**src/rtl/gyruss_hpf_1st.sv**
```systemverilog
// ---------------------------------------------------------------------------
// gyruss_hpf_1st
//   First-order high-pass IIR (DC blocker) for the audio path:
//      y[n] = (B0*x[n] + B1*x[n-1] - A1*y[n-1]) >>> 15
//   One new sample is taken every DIV clocks. One shared 18x18 signed
//   multiplier is stepped through the three products by a small FSM.
//
// Parameters
//   DIV - clk cycles per sample period (must be >= 8)
//   B0  - Q15 coefficient on x[n]
//   B1  - Q15 coefficient on x[n-1]
//   A1  - Q15 feedback coefficient on y[n-1] (denominator 1 + A1*z^-1)
//
// Ports
//   clk       - single clock
//   reset     - synchronous, active-high reset
//   in        - signed 16-bit sample, taken only on the strobe cycle
//   out       - signed 16-bit filter output, held between updates
//   out_valid - one-cycle pulse on the cycle out takes a new value
//
// Build option
//   GYRUSS_HPF_SAT_EN - when defined, the shifted result saturates to
//                       16 bits; otherwise it wraps (low 16 bits kept).
//
// State table
//   IDLE   | wait for strobe; on strobe latch in -> x_cur, clear acc
//   MAC_B0 | acc += B0 * x_cur
//   MAC_B1 | acc += B1 * x_prev
//   MAC_A1 | acc -= A1 * y_prev
//   WRITE  | out, y_prev <= limited result; x_prev <= x_cur; pulse out_valid
// ---------------------------------------------------------------------------
module gyruss_hpf_1st #(
    parameter int                 DIV = 220,
    parameter logic signed [17:0] B0  = 18'sd32754,
    parameter logic signed [17:0] B1  = -18'sd32754,
    parameter logic signed [17:0] A1  = -18'sd32740
) (
    input  logic               clk,
    input  logic               reset,
    input  logic signed [15:0] in,
    output logic signed [15:0] out,
    output logic               out_valid
);

    localparam int            CW   = $clog2(DIV);
    localparam logic [CW-1:0] LAST = CW'(DIV - 1);

    typedef enum logic [2:0] {
        IDLE,
        MAC_B0,
        MAC_B1,
        MAC_A1,
        WRITE
    } state_t;

    state_t             state;
    logic [CW-1:0]      counter;
    logic               strobe;
    logic signed [15:0] x_cur;
    logic signed [15:0] x_prev;
    logic signed [15:0] y_prev;
    logic signed [39:0] acc;
    logic signed [17:0] mul_a;
    logic signed [17:0] mul_b;
    logic signed [35:0] product;
    logic signed [39:0] product_ext;
    logic signed [15:0] limited;

    assign strobe = (counter == LAST);

    // Operand select for the shared multiplier; zero outside the MAC states.
    always_comb begin
        mul_a = '0;
        mul_b = '0;
        case (state)
            MAC_B0: begin
                mul_a = B0;
                mul_b = {{2{x_cur[15]}}, x_cur};
            end
            MAC_B1: begin
                mul_a = B1;
                mul_b = {{2{x_prev[15]}}, x_prev};
            end
            MAC_A1: begin
                mul_a = A1;
                mul_b = {{2{y_prev[15]}}, y_prev};
            end
            default: ;
        endcase
    end

    assign product     = mul_a * mul_b;
    assign product_ext = {{4{product[35]}}, product};

`ifdef GYRUSS_HPF_SAT_EN
    logic signed [39:0] shifted;

    assign shifted = acc >>> 15;

    always_comb begin
        if (shifted > 40'sd32767)
            limited = 16'sh7FFF;
        else if (shifted < -40'sd32768)
            limited = 16'sh8000;
        else
            limited = shifted[15:0];
    end
`else
    // Low 16 bits of (acc >>> 15): plain two's-complement wrap.
    assign limited = acc[30:15];
`endif

    always_ff @(posedge clk) begin
        if (reset) begin
            counter   <= '0;
            state     <= IDLE;
            acc       <= '0;
            x_cur     <= '0;
            x_prev    <= '0;
            y_prev    <= '0;
            out       <= '0;
            out_valid <= 1'b0;
        end else begin
            counter   <= strobe ? '0 : counter + CW'(1);
            out_valid <= 1'b0;
            case (state)
                IDLE: begin
                    if (strobe) begin
                        x_cur <= in;
                        acc   <= '0;
                        state <= MAC_B0;
                    end
                end
                MAC_B0: begin
                    acc   <= acc + product_ext;
                    state <= MAC_B1;
                end
                MAC_B1: begin
                    acc   <= acc + product_ext;
                    state <= MAC_A1;
                end
                MAC_A1: begin
                    // Feedback term enters with a minus sign (1 + A1*z^-1 form).
                    acc   <= acc - product_ext;
                    state <= WRITE;
                end
                WRITE: begin
                    // y_prev takes the limited value so feedback matches out.
                    out       <= limited;
                    y_prev    <= limited;
                    x_prev    <= x_cur;
                    out_valid <= 1'b1;
                    state     <= IDLE;
                end
                default: state <= IDLE;
            endcase
        end
    end

endmodule
```
**config.mk**
```make
export PLATFORM = sky130hd
export DESIGN_NAME = gyruss_hpf_1st
export DESIGN_NICKNAME = d
export VERILOG_FILES = /design/src/rtl/gyruss_hpf_1st.sv
export SDC_FILE = /design/constraint.sdc
export NUM_CORES = 1
export LEC_CHECK = 0
export CAP_MARGIN = 40
export CORE_ASPECT_RATIO = 0.6
export CORE_MARGIN = 1.5
export CORE_UTILIZATION = 50
export CTS_CLUSTER_DIAMETER = 80
export CTS_CLUSTER_SIZE = 40
export DETAILED_ROUTE_END_ITERATION = 8
export PLACE_DENSITY = 0.67
export SLEW_MARGIN = 20
export SYNTH_ARGS = -nofsm -noshare
export SYNTH_HDL_FRONTEND = slang
export SYNTH_SLANG_ARGS = --single-unit
export TNS_END_PERCENT = 30
```
**constraint.sdc**
```tcl
create_clock -name clk -period 10.6 [get_ports clk]
set_clock_uncertainty 0.2 [all_clocks]
set_input_delay 1.06 -clock clk [delete_from_list [all_inputs] [get_ports clk]]
set_output_delay 1.06 -clock clk [all_outputs]
set_load 0.005 [all_outputs]
```
==> results by group <==
Yosys
  – Ys Warns: 0
  – Mux contribution to synthesized area: 1.84%
  – Post-synthesis register bit count: 90
  – Synth top cells by count: inv_1 (333), nand2_1 (196), fa_1 (194)
  – Area leader, netlist: fa_1
  – Post-synthesis compound-gate area fraction: between 10% and 20%
  – Synth Area in Adders: 40.8%
  – Netlist cell types: between 70 and 80
  – Post-Synth Simple-Gate Area: 13.7%
  – Syn Area/Cell: about 8.5 µm²
  – Xor and xnor fraction of the mapped netlist area: 6.36%
  – Post-Syn Nets: 1884
  – Area contributors post-synth: fa_1 (29%), dfxtp_1 (14%), ha_1 (11%)
  – Async SR Flop Fraction: 0%
  – Sequential area share after synthesis: 13.7%
  – Share of the synthesized area in the top cell type: 29.5%
  – Main combinational cell family by area after synthesis: adder cells
  – Top FF cell, synth: dfxtp_1
  – Number of synthesized flops with an enable pin: 0
  – Cell count after synthesis: about 1600
  – Top-count cell post-synth: inv_1
  – Mapped cell area: about 13000 µm²

Route
  – Metal-1 WL: 18800 µm
  – DRC Markers: 0
  – ANT nets after route: 0
  – DR WL met3: 4600 µm
  – WL/cell: 19.2 µm
  – Vias per inst: ~5.6
  – Starting DRT DRC Count: 1108
  – Met2 routed WL: approximately 14000 µm
  – Top sig layer: met4
  – Final Routed Wirelength: 37200 µm
  – Vias: 10800
  – TritonRoute pass-1 iters: 5

Min path
  – HP Class: reg -> reg

CTS
  – Hold-fix buffers, CTS: 0
  – CTS sink count: 90
  – CTS Root Cell: clkbuf_16
  – Clock-pin slew on the worst setup and hold paths: around 0.07 ns
  – Htree depth: 3
  – Clk_lat worst skew: between 0.3 and 0.4 ns
  – Clk buf depth: 2
  – CTS tree: yes
  – Post-CTS Resized: 0
  – TritonCTS Buffers: 9
  – Setup Fix Bufs, Post-CTS: 0

Setup path
  – CP max stage delay: between 0.6 and 0.7 ns
  – Worst setup path class: reg -> reg
  – CP startpoint kind: register
  – Critical Path Slowest Stage Cell: or4b_2
  – Nature of the critical path endpoint: register
  – Worst Path Required: 10.68 ns
  – Max FO, Critical Path: 21
  – Critical path arrival: 10.13 ns

Die
  – Die area: 27300 µm²
  – Chip height: 129 µm
  – Die X: 213 µm
  – Initial Util: between 50% and 60%
  – IO Pins: 35
  – Core region area: 25600 µm²
  – Placement Rows: between 40 and 50

Global route
  – Vias in the first global route: 10400
  – All-Layer GR Usage: 28.2%
  – Antenna violations before repair: 0
  – First-pass GRT wire length: 58300 µm
  – Largest net degree at the start of global routing: 84
  – Remaining Overflow, GRT: 0

STA
  – Final setup margin: 0.548 ns
  – RSZ-0062 raised after global routing: false
  – Fin crit period: 10.05 ns
  – Fin. Hold Viols: 0
  – Final worst path period share: 94.8%
  – Worst Tran Pin Value: 0.861 ns
  – Worst Hold Slack: about 0.27 ns
  – Fin. max-slew vios: 0
  – Final setup fails: 0
  – FMAX: 99.5 MHz
  – Relative slew margins: 42.4%
  – Final TNS setup: 0 ns

Layout
  – Diode count: 0
  – P&R area growth vs syn: 8.76%
  – Share of cells above drive strength 1: 5.49%
  – Nets: 1911

Placed design
  – Hpwl dp: roughly 32000 µm
  – Pre-CTS worst setup slack: 0.459 ns
  – Routability Congestion: 0.972
  – I/O Buffers: 34

Power and ir drop
  – Static Leak: between 0.006 and 0.007 µW
  – Pwr Density: 48.2 nW/µm²
  – Peak VDD IR: 0.0000836 V

Run
  – Max Cap Viol: 0

Outcome
  – Outcome: completed
## where the power goes
part / internal [µW] / switching [µW]
Sequential: 339 / 0.861
Clock: 186 / 149
Combinational: 7.47 / 7.55
## final timing paths
| path | start | end | slack [ns] | cells after the start |
|---|---|---|---|---|
| worst max-delay path | state[0]$_SDFFE_PP0P_ | acc[28]$_SDFFE_PP0P_ | 0.55 | 34 |
| worst min-delay path | acc[6]$_SDFFE_PP0P_ | acc[6]$_SDFFE_PP0P_ | 0.27 | 2 |
| worst max register to register | state[0]$_SDFFE_PP0P_ | acc[28]$_SDFFE_PP0P_ | 0.55 | 34 |
| worst min register to register | acc[6]$_SDFFE_PP0P_ | acc[6]$_SDFFE_PP0P_ | 0.27 | 2 |
## placed cells by master (no fill, tap or decap), drive strengths merged, types with 11 or more instances in the layout
cell           synthesis  layout
o21a                  11      11
fa                   194     194
a21o                  18      18
mux2                  18      18
ha                   119     119
o21ai                 38      38
xnor2                 57      57
nor3                  20      20
clkdlybuf4s50          0      33
buf                    5      29
nor2                  65      65
a31oi                 13      13
nand3                 26      26
a22oi                 18      18
nand2                196     196
inv                  333     335
a21oi                111     111
xor2                  36      36
dfxtp                 90      90
and2                  17      17
## state kept, by name (all words and copies together) (netlist names)
name,count
x_cur,16
acc,30
state,3
x_prev,16
out_valid,1
y_prev,16
counter,8
## final cells by class
cell class	count	area (µm²)
clock inverters	6	73.8
well taps	352	440
repair buffers	62	558
flip-flops and latches	90	1800
fillers	2360	11200
inverters	333	1250
multi-input cells	1084	9970
clock buffers	10	229
## logic make-up (layout without fill, tap and decap cells)
| logic type | count (synthesis) | in the layout |
|---|---|---|
| xor+xnor | 94 | 94 |
| buf+inv | 379 | 411 |
| compound gates | 267 | 267 |
| simple gates | 388 | 388 |
| mux | 22 | 22 |
| fa+ha+maj | 313 | 313 |
| flops | 90 | 90 |
## stage by stage
stage | area (µm²) | total power (µW) | util [%] | cells
final | 14300 | 690 | 56.0 | 1937
after global routing | 14300 | 707 | 56.0 | 1937
after CTS | 14300 | 694 | 55.8 | 1936
after detailed placement | 14000 | 361 | 54.7 | 1920
after global placement | 14000 | 361 | 54.6 | 1919
after floorplan | 13200 | 354 | - | 1553
## worst max-delay path: cells and delay by family, from the launching register on
kind            cells  cell delay (ns)
flops               1             0.34
compound gates     11             2.31
fa+ha+maj           8             3.26
simple gates        9             2.98
buf+inv             4             0.46
xor+xnor            2             0.42
## layer usage
metal / global-route usage, % / vias up
met3: 9.32 / 23
met4: 2.38 / 0
met5: 0 / -
met2: 36.0 / 499
met1: 46.1 / 5311
li1: - / 4999
No activity file was read; power rests on OpenSTA's default activity.
